<file path="src/rtl/mau_pkg.sv">
// mau_pkg: shared types and constants for the MEM-stage load/store unit.
//   - size encodings MAU_SZ_BYTE/HALF/WORD (2'b11 is reserved and behaves as word)
//   - FSM state type mau_state_t
//   - lane geometry constants
// Used by: mem_access_unit, mau_lane_ext.
package mau_pkg;

    localparam int LANE_W    = 8;
    localparam int NUM_LANES = 4;
    localparam int DATA_W    = LANE_W * NUM_LANES;

    localparam logic [1:0] MAU_SZ_BYTE = 2'b00;
    localparam logic [1:0] MAU_SZ_HALF = 2'b01;
    localparam logic [1:0] MAU_SZ_WORD = 2'b10;

    typedef enum logic {
        MAU_IDLE  = 1'b0,
        MAU_MERGE = 1'b1
    } mau_state_t;

    // Word covers both 2'b10 and the reserved 2'b11 encoding.
    function automatic logic mau_is_word(input logic [1:0] size);
        return size[1];
    endfunction

endpackage

</file>
<file path="src/rtl/mau_lane_ext.sv">
// mau_lane_ext: combinational load-data lane select plus sign/zero extension.
// Ports:
//   word_i     in  32  full word read from data memory
//   off_i      in  2   byte offset of the access (already force-aligned if needed)
//   size_i     in  2   access size (byte/half/word)
//   sign_ext_i in  1   1 = sign-extend sub-word result, 0 = zero-extend
//   data_o     out 32  extended result
module mau_lane_ext
    import mau_pkg::*;
(
    input  logic [DATA_W-1:0] word_i,
    input  logic [1:0]        off_i,
    input  logic [1:0]        size_i,
    input  logic              sign_ext_i,
    output logic [DATA_W-1:0] data_o
);

    logic [NUM_LANES-1:0][LANE_W-1:0] lanes;
    logic [LANE_W-1:0]                b;
    logic [2*LANE_W-1:0]              h;

    assign lanes = word_i;

    always_comb begin
        b      = lanes[off_i];
        // Half-word select only looks at offset bit 1; bit 0 is either
        // zero (aligned) or ignored (force-aligned).
        h      = off_i[1] ? {lanes[3], lanes[2]} : {lanes[1], lanes[0]};
        data_o = word_i;
        if (size_i == MAU_SZ_BYTE)
            data_o = {{(DATA_W-LANE_W){sign_ext_i & b[LANE_W-1]}}, b};
        else if (size_i == MAU_SZ_HALF)
            data_o = {{(DATA_W-2*LANE_W){sign_ext_i & h[2*LANE_W-1]}}, h};
    end

endmodule

</file>
<file path="src/rtl/mem_access_unit.sv">
// mem_access_unit: MEM-stage load/store unit in front of a word-addressed
// data memory. Loads are lane-selected and extended combinationally; word
// stores write straight through; byte/half stores run a two-cycle
// read-modify-write (IDLE: read+merge+stall, MERGE: write merged word).
//
// Build option: MAU_MISALIGN_TRAP_EN
//   defined   - misaligned half/word accesses are flagged on misalign_o and
//               suppressed (no write, rdata_o = 0).
//   undefined - misalign_o = 0; half/word offsets are force-aligned.
//
// Ports:
//   clk, rst_n         clock, async active-low reset
//   valid_i            MEM stage holds a memory op
//   mem_read_i         load
//   mem_write_i        store (wins over load)
//   size_i             00 byte, 01 half, 1x word
//   sign_ext_i         sign- vs zero-extend sub-word loads
//   addr_i             byte address
//   wdata_i            right-justified store data
//   rdata_o            extended load data
//   stall_o            freeze upstream pipeline this cycle
//   misalign_o         access misaligned and suppressed
//   dm_a_o/dm_wd_o/dm_we_o  data memory word address / write data / write enable
//   dm_rd_i            combinational data memory read data
module mem_access_unit
    import mau_pkg::*;
#(
    parameter int ADDR_W = 10
) (
    input  logic              clk,
    input  logic              rst_n,
    input  logic              valid_i,
    input  logic              mem_read_i,
    input  logic              mem_write_i,
    input  logic [1:0]        size_i,
    input  logic              sign_ext_i,
    input  logic [31:0]       addr_i,
    input  logic [31:0]       wdata_i,
    output logic [31:0]       rdata_o,
    output logic              stall_o,
    output logic              misalign_o,
    output logic [ADDR_W-1:0] dm_a_o,
    output logic [31:0]       dm_wd_o,
    output logic              dm_we_o,
    input  logic [31:0]       dm_rd_i
);

    mau_state_t state, nstate;
    logic [ADDR_W-1:0] lat_a;
    logic [DATA_W-1:0] lat_wd;

    logic       is_acc, is_st, is_ld, sz_word, sz_half, mis, rmw_start;
    logic [1:0] off;
    logic [DATA_W-1:0] ld_data;
    logic [NUM_LANES-1:0][LANE_W-1:0] mrg;

    assign is_acc  = valid_i & (mem_read_i | mem_write_i);
    assign is_st   = valid_i & mem_write_i;
    assign is_ld   = valid_i & mem_read_i & ~mem_write_i;
    assign sz_word = mau_is_word(size_i);
    assign sz_half = (size_i == MAU_SZ_HALF);

`ifdef MAU_MISALIGN_TRAP_EN
    assign mis = is_acc & ((sz_half & addr_i[0]) | (sz_word & (addr_i[1:0] != 2'b00)));
    assign off = addr_i[1:0];
`else
    assign mis = 1'b0;
    assign off = sz_word ? 2'b00 : (sz_half ? {addr_i[1], 1'b0} : addr_i[1:0]);
`endif

    assign rmw_start = (state == MAU_IDLE) & is_st & ~sz_word & ~mis;

    // Store merge: overwrite the addressed lane(s) of the current word.
    always_comb begin
        mrg = dm_rd_i;
        if (sz_half) begin
            mrg[{off[1], 1'b0}] = wdata_i[7:0];
            mrg[{off[1], 1'b1}] = wdata_i[15:8];
        end else begin
            mrg[off] = wdata_i[7:0];
        end
    end

    mau_lane_ext u_ext (
        .word_i     (dm_rd_i),
        .off_i      (off),
        .size_i     (size_i),
        .sign_ext_i (sign_ext_i),
        .data_o     (ld_data)
    );

    // State register
    always_ff @(posedge clk or negedge rst_n) begin
        if (!rst_n) state <= MAU_IDLE;
        else        state <= nstate;
    end

    // RMW latch: address and merged word captured in the stall cycle
    always_ff @(posedge clk or negedge rst_n) begin
        if (!rst_n) begin
            lat_a  <= '0;
            lat_wd <= '0;
        end else if (rmw_start) begin
            lat_a  <= addr_i[ADDR_W+1:2];
            lat_wd <= mrg;
        end
    end

    // Next state
    always_comb begin
        nstate = state;
        case (state)
            MAU_IDLE:  nstate = rmw_start ? MAU_MERGE : MAU_IDLE;
            MAU_MERGE: nstate = MAU_IDLE;
            default:   nstate = MAU_IDLE;
        endcase
    end

    // Outputs. Everything is forced low while reset is held so a reset
    // landing in MERGE cannot leak the pending write to memory.
    always_comb begin
        rdata_o    = '0;
        stall_o    = 1'b0;
        misalign_o = 1'b0;
        dm_a_o     = '0;
        dm_wd_o    = '0;
        dm_we_o    = 1'b0;
        if (rst_n) begin
            case (state)
                MAU_IDLE: begin
                    dm_a_o     = addr_i[ADDR_W+1:2];
                    misalign_o = mis;
                    if (is_st && !mis) begin
                        if (sz_word) begin
                            dm_we_o = 1'b1;
                            dm_wd_o = wdata_i;
                        end else begin
                            stall_o = 1'b1;
                        end
                    end
                    if (is_ld && !mis) rdata_o = ld_data;
                end
                MAU_MERGE: begin
                    dm_a_o  = lat_a;
                    dm_wd_o = lat_wd;
                    dm_we_o = 1'b1;
                end
                default: ;
            endcase
        end
    end

endmodule
</file>
<file path="config.mk">
export PLATFORM = sky130hd
export DESIGN_NAME = mem_access_unit
export DESIGN_NICKNAME = d
export VERILOG_FILES = /design/src/rtl/mau_pkg.sv /design/src/rtl/mau_lane_ext.sv /design/src/rtl/mem_access_unit.sv
export SDC_FILE = /design/constraint.sdc
export NUM_CORES = 1
export LEC_CHECK = 0
export CAP_MARGIN = 25
export CORE_MARGIN = 5
export CORE_UTILIZATION = 25
export CTS_BUF_LIST = sky130_fd_sc_hd__clkbuf_8
export DETAILED_ROUTE_END_ITERATION = 6
export RECOVER_POWER = 50
export SLEW_MARGIN = 20
export SYNTH_ARGS = -nofsm -noshare
export SYNTH_HDL_FRONTEND = slang
export SYNTH_SLANG_ARGS = --single-unit
</file>
<file path="constraint.sdc">
create_clock -name clk -period 3.71 [get_ports clk]
set_clock_uncertainty 0.1 [all_clocks]
set_input_delay 0.371 -clock clk [delete_from_list [all_inputs] [get_ports clk]]
set_output_delay 0.371 -clock clk [all_outputs]
set_load 0.1 [all_outputs]
</file>
Word level (Yosys, flattened, before mapping)
Index checks and enable logic that the tools add are counted.

storage, ports and cells
  input port bits = 104
  output and inout bits = 77
  word-level logic and storage cells = 60
  register bits = 43

operators by class
  order comparisons = 6
  reductions and logical operators = 4
  equality and inequality tests = 1
  bitwise gates (word level) = 10
  mux-type cells = 36

operators by type and width
  kind                number
  $mux 32             9
  $bwmux 32           3
  $pmux 32 s2         1
  $mux 8              4
  $pmux 10 s2         1
  $bmux 8 s2          1
  $demux 8 s1         2
  $demux 8 s2         1
  $mux 16             1
  $mux 10             1
  $lt 2x3->1 const B  3
  $mux 1              9
  $and 1x1->1         7
  $ge 2x1->1 const B  3
  $pmux 1 s2          2
  $logic_and 1x1->1   3
  $not 1->1           3
  $eq 2x1->1 const B  1
  $logic_not 2->1     1
  $mux 2              1

Longest topological paths before layout
  depth after elaboration = 10
  depth in mapped cells = 7
  depth with buffers taken out = 5

Cells and area by module
Synthesis repeated with hierarchy kept, for this count alone.

unflattened totals
  cells, all modules = 487
  area, all modules = 4217.8 um2

by module, submodules not included
  module           times used  cells each  sequential area each (um2)  area an instance (um2)
  mem_access_unit  1           352         1076.0                      3278.1
  mau_lane_ext     1           135         0.0                         939.7

Least setup slack after synthesis
OpenSTA, ideal clock, no wires.

  path type = input -> output
  from = input port size_i[1]
  to = output port rdata_o[3]
  buffers on the path = 2
  stages = 5
  slack = -2.599 ns
  data required time = 3.239 ns
  arrival time = 5.838 ns
  cell sequence = clkbuf_1 -> nand2b_1 -> buf_2 -> o22ai_1 -> a2111oi_0

between the ends
  longest elaborated chain between the ends = 9
  elaborated cells between the ends (all ways) = 12
  those cells by class = 1 x eq/ne; 10 x mux; 1 x reduce/logical

ends and longest elaborated chain
  what                          RTL line                                   RTL
  start: declaration            mem_access_unit.sv:35                      input logic [1:0] size_i,
  $eq 2x1->1                    mau_lane_ext.sv:32, mem_access_unit.sv:61
  $mux 1                        mem_access_unit.sv:68                      assign off = sz_word ? 2'b00 : (sz_half ? {addr_i[1], 1'b0} : addr_i[1:0]);
  $mux 2                        mem_access_unit.sv:68
  $bmux 8 s2                    mau_lane_ext.sv:25                         b = lanes[off_i];
  $mux 8 (implied by the code)  mau_lane_ext.sv:25
  $mux 32 (*)                   mau_lane_ext.sv:30                         if (size_i == MAU_SZ_BYTE)
  $mux 32 (*)                   mem_access_unit.sv:141                     if (is_ld && !mis) rdata_o = ld_data;
  $mux 32 (*)                   mem_access_unit.sv:129                     case (state)
  $mux 32 (*)                   mem_access_unit.sv:128                     if (rst_n) begin
  end: declaration              mem_access_unit.sv:39                      output logic [31:0] rdata_o,

Every way passes the cells marked *; elsewhere a longest branch is shown, timed or not. The select of a mux whose other input is x is not followed.

Worst setup path after layout
  from = input port size_i[1]
  to = output port rdata_o[17]

between the ends
  longest elaborated chain between the ends = 10
  elaborated cells between the ends (all ways) = 14
  those cells by class = 1 x eq/ne; 10 x mux; 2 x bitwise; 1 x reduce/logical

ends and longest elaborated chain
  what                          RTL line                                   RTL
  $eq 2x1->1                    mau_lane_ext.sv:32, mem_access_unit.sv:61
  $mux 1                        mem_access_unit.sv:68
  $mux 2                        mem_access_unit.sv:68
  $bmux 8 s2                    mau_lane_ext.sv:25
  $mux 8 (implied by the code)  mau_lane_ext.sv:25
  $and 1x1->1                   mau_lane_ext.sv:31                         data_o = {{(DATA_W-LANE_W){sign_ext_i & b[LANE_W-1]}}, b};
  $mux 32 (*)                   mau_lane_ext.sv:30
  $mux 32 (*)                   mem_access_unit.sv:141
  $mux 32 (*)                   mem_access_unit.sv:129
  $mux 32 (*)                   mem_access_unit.sv:128

Marked as above.

==> results.py <==
metrics = {
    "critical_path": {
        "critPathLaunchType": "input port",
        "worstPathArrival_ps": 3080,
        "path_class": "in2out",
        "path_max_fanout": 24,
        "crit_path_end_kind": "primary output",
        "required_ps": 3240,
    },
    "synthesis": {
        "synth_most_common_cell": "nand2_1",
        "postSynthCellCount": 463,
        "synth_area_um2": 3700,
        "synth_common_cells": "74 x nand2_1, 67 x mux2i_1, 62 x nor2_1, 43 x dfrtp_1, 32 x o22ai_1",
        "yosysTopAreaCell": "dfrtp_1",
        "syn_area_per_cell_um2": 7.99,
        "yosysWarnings": 0,
        "synth_top_area_share_pct": 29.1,
        "yosysUniqueCellTypes": 43,
        "ys_ff_latch": 43,
        "async_reset_ff_share_pct": 100,
        "synth_area_leaders": "dfrtp_1 29%, mux2i_1 18%, nand2_1 7.5%, nor2_1 6.3%, o22ai_1 5.4%",
        "synth_edf_count": 0,
        "yosysSeqAreaShare_pct": 29.1,
        "synthFlopType": "dfrtp_1",
        "synth_fp_nets": 567,
    },
    "placement": {
        "gp_congestion": 0.933,
        "dp_cells": 779,
        "dpl_cell_area_um2": 6100,
        "io_buffers": 159,
        "place_ws_ps": 218,
        "dp_hpwl_mm": 12.0,
    },
    "timing": {
        "slew-limit-headroom_pct": 19.5,
        "setup_ws_ps": 162,
        "setup_viol": 0,
        "fin_crit_ps": 3550,
        "rsz0062_at_grt": "no",
        "timing.fmax_mhz": 282,
        "slew_violations": 0,
        "fin_crit_sh_pct": 95.6,
        "tightestPinTransition_ps": 1210,
        "finalHoldViolCount": 0,
        "whs_ps": 335,
    },
    "run_status": {
        "outcome": "complete, no violations",
    },
    "floorplanning": {
        "core_area_um2": 14500,
        "die_y_um": 132,
        "die_x_um": 132,
        "dieArea_um2": 17300,
        "row_count": 44,
        "boundaryPins": 181,
        "start_util_pct": 25.4,
    },
    "pwr": {
        "vdd_drop_max_v": 0.000124,
        "p_per_area_nw_per_um2": 278,
        "leakagePower_uw": 0.00249,
    },
    "cts": {
        "cts_tree": "done",
        "cts-buffers-inserted": 5,
        "clockBufferDepth": 2,
        "cts.reportedPaths.clkPinSlew_ps": 80,
        "clock_sinks": 43,
        "post_cts_resized": 0,
        "clock_latency_ps": 310,
        "post_cts_buffers": 0,
        "htree_levels": 2,
        "holdBufCountCts": 0,
        "root_buffer": "clkbuf_8",
    },
    "layout": {
        "fin_nets": 706,
        "fin_util_pct": 42.4,
        "fin_cells": 787,
        "final_area_um2": 6170,
        "drive_gt1_share_pct": 18.4,
        "antenna_cells": 0,
        "area_growth_pct": 66.7,
    },
    "routing": {
        "drt_pass1_iterations": 5,
        "ant_nets": 0,
        "vias": 4168,
        "wl_per_cell_um": 19.5,
        "initialDrtViolationCount": 304,
        "drc_errors": 0,
        "vias_per_cell": 5.30,
        "drt_wl_total_mm": 15.4,
    },
    "grt": {
        "grt_overflow": 0,
        "grt_use_total_pct": 17.1,
        "grt_max_degree": 67,
        "grt_pass1_wl_mm": 24.3,
        "grt_pass1_vias": 4307,
        "antenna_found_initial": 0,
    },
    "hold_path": {
        "hold_class": "in2async",
    },
    "flow_run": {
        "max_cap_violations": 0,
    },
}
[sequential cells by signal (all words and copies together) (netlist names)]
signal	cells
state	1
lat_a	10
lat_wd	32
[stage by stage]
stage          setup TNS [ps]  total power, uW
2_1_floorplan           -2190             1060
3_3_place_gp                0             1350
3_5_place_dp                0             1370
4_1_cts                     0             1740
5_1_grt                     0             1810
6_report                    0             1720
[path summary, 6_finish.rpt]
| path | endpoint | cells after the start | startpoint | slack [ps] |
|---|---|---|---|---|
| max | rdata_o[17] | 5 | size_i[1] | 160 |
| min | lat_wd[12] | 2 | rst_n | 330 |
| max reg2reg | lat_wd[14] | 4 | state | 960 |
| min reg2reg | lat_a[9] | 2 | lat_a[9] | 380 |
| max in group asynchronous | state | 2 | rst_n | 2710 |
| min in group clk | lat_a[9] | 2 | lat_a[9] | 380 |
[cell usage in the layout (no fill, tap or decap), drive strengths merged, types with 2 or more instances in the layout]
| master | synthesis | final |
|---|---|---|
| nor2b | 11 | 11 |
| o31ai | 16 | 16 |
| o2111ai | 6 | 6 |
| or3 | 2 | 2 |
| buf | 17 | 80 |
| nand2 | 74 | 74 |
| a2111oi | 5 | 5 |
| o22ai | 32 | 32 |
| clkdlybuf4s50 | 0 | 82 |
| nor4 | 2 | 2 |
| nand3 | 2 | 2 |
| a221oi | 16 | 16 |
| a21oi | 11 | 11 |
| a22o | 2 | 2 |
| nor2 | 62 | 62 |
| o2bb2ai | 6 | 6 |
| o221ai | 8 | 8 |
| clkbuf | 25 | 17 |
| o21ai | 14 | 14 |
| inv | 22 | 24 |
| mux2i | 67 | 67 |
| a32oi | 2 | 2 |
| dfrtp | 43 | 43 |
| nand2b | 3 | 3 |
[area by class of cell]
cell class                      instances  area, um^2
Clock buffer                            5        68.8
Clock inverter                          3        37.5
Fill cell                            1429        8370
Inverter                               23        86.3
Multi-Input combinational cell        355        2370
Sequential cell                        43        1080
Tap cell                              184         230
Timing Repair Buffer                  174        2290
[routing by layer]
| metal | global-route usage (%) | vias up | share of wire, % |
|---|---|---|---|
| met1 | 22.9 | 1942 | 42 |
| met3 | 4.20 | 41 | 8.3 |
| met5 | 0 | - | 0 |
| met4 | 6.91 | 0 | 3.5 |
| met2 | 26.6 | 233 | 46 |
| li1 | - | 1952 | - |
[kinds of logic (layout without fill, tap and decap cells)]
| kind of cell | after synthesis | in the layout | share of synthesized area, % |
|---|---|---|---|
| AND/OR/NAND/NOR | 164 | 164 | 18.7 |
| multiplexers | 68 | 68 | 18.4 |
| buffers and inverters | 65 | 205 | 8.05 |
| flip-flops | 43 | 43 | 29.1 |
| AO/OA/AOI/OAI | 122 | 122 | 25.6 |
| other | 1 | 1 | 0.101 |
[worst max-delay path, stage by stage]
cell and delay, ps:
clkdlybuf4s50_1 620, nor2_1 620, or2_1 870, a221oi_1 310, buf_12 260
[where the power goes]
part / internal [uW] / switching (uW) / leakage [uW]
clock: 196 / 168 / 0.0000607
sequential: 557 / 51.8 / 0.000536
combinational: 278 / 463 / 0.00190
Note: power is estimated with default switching activity, not from simulation.
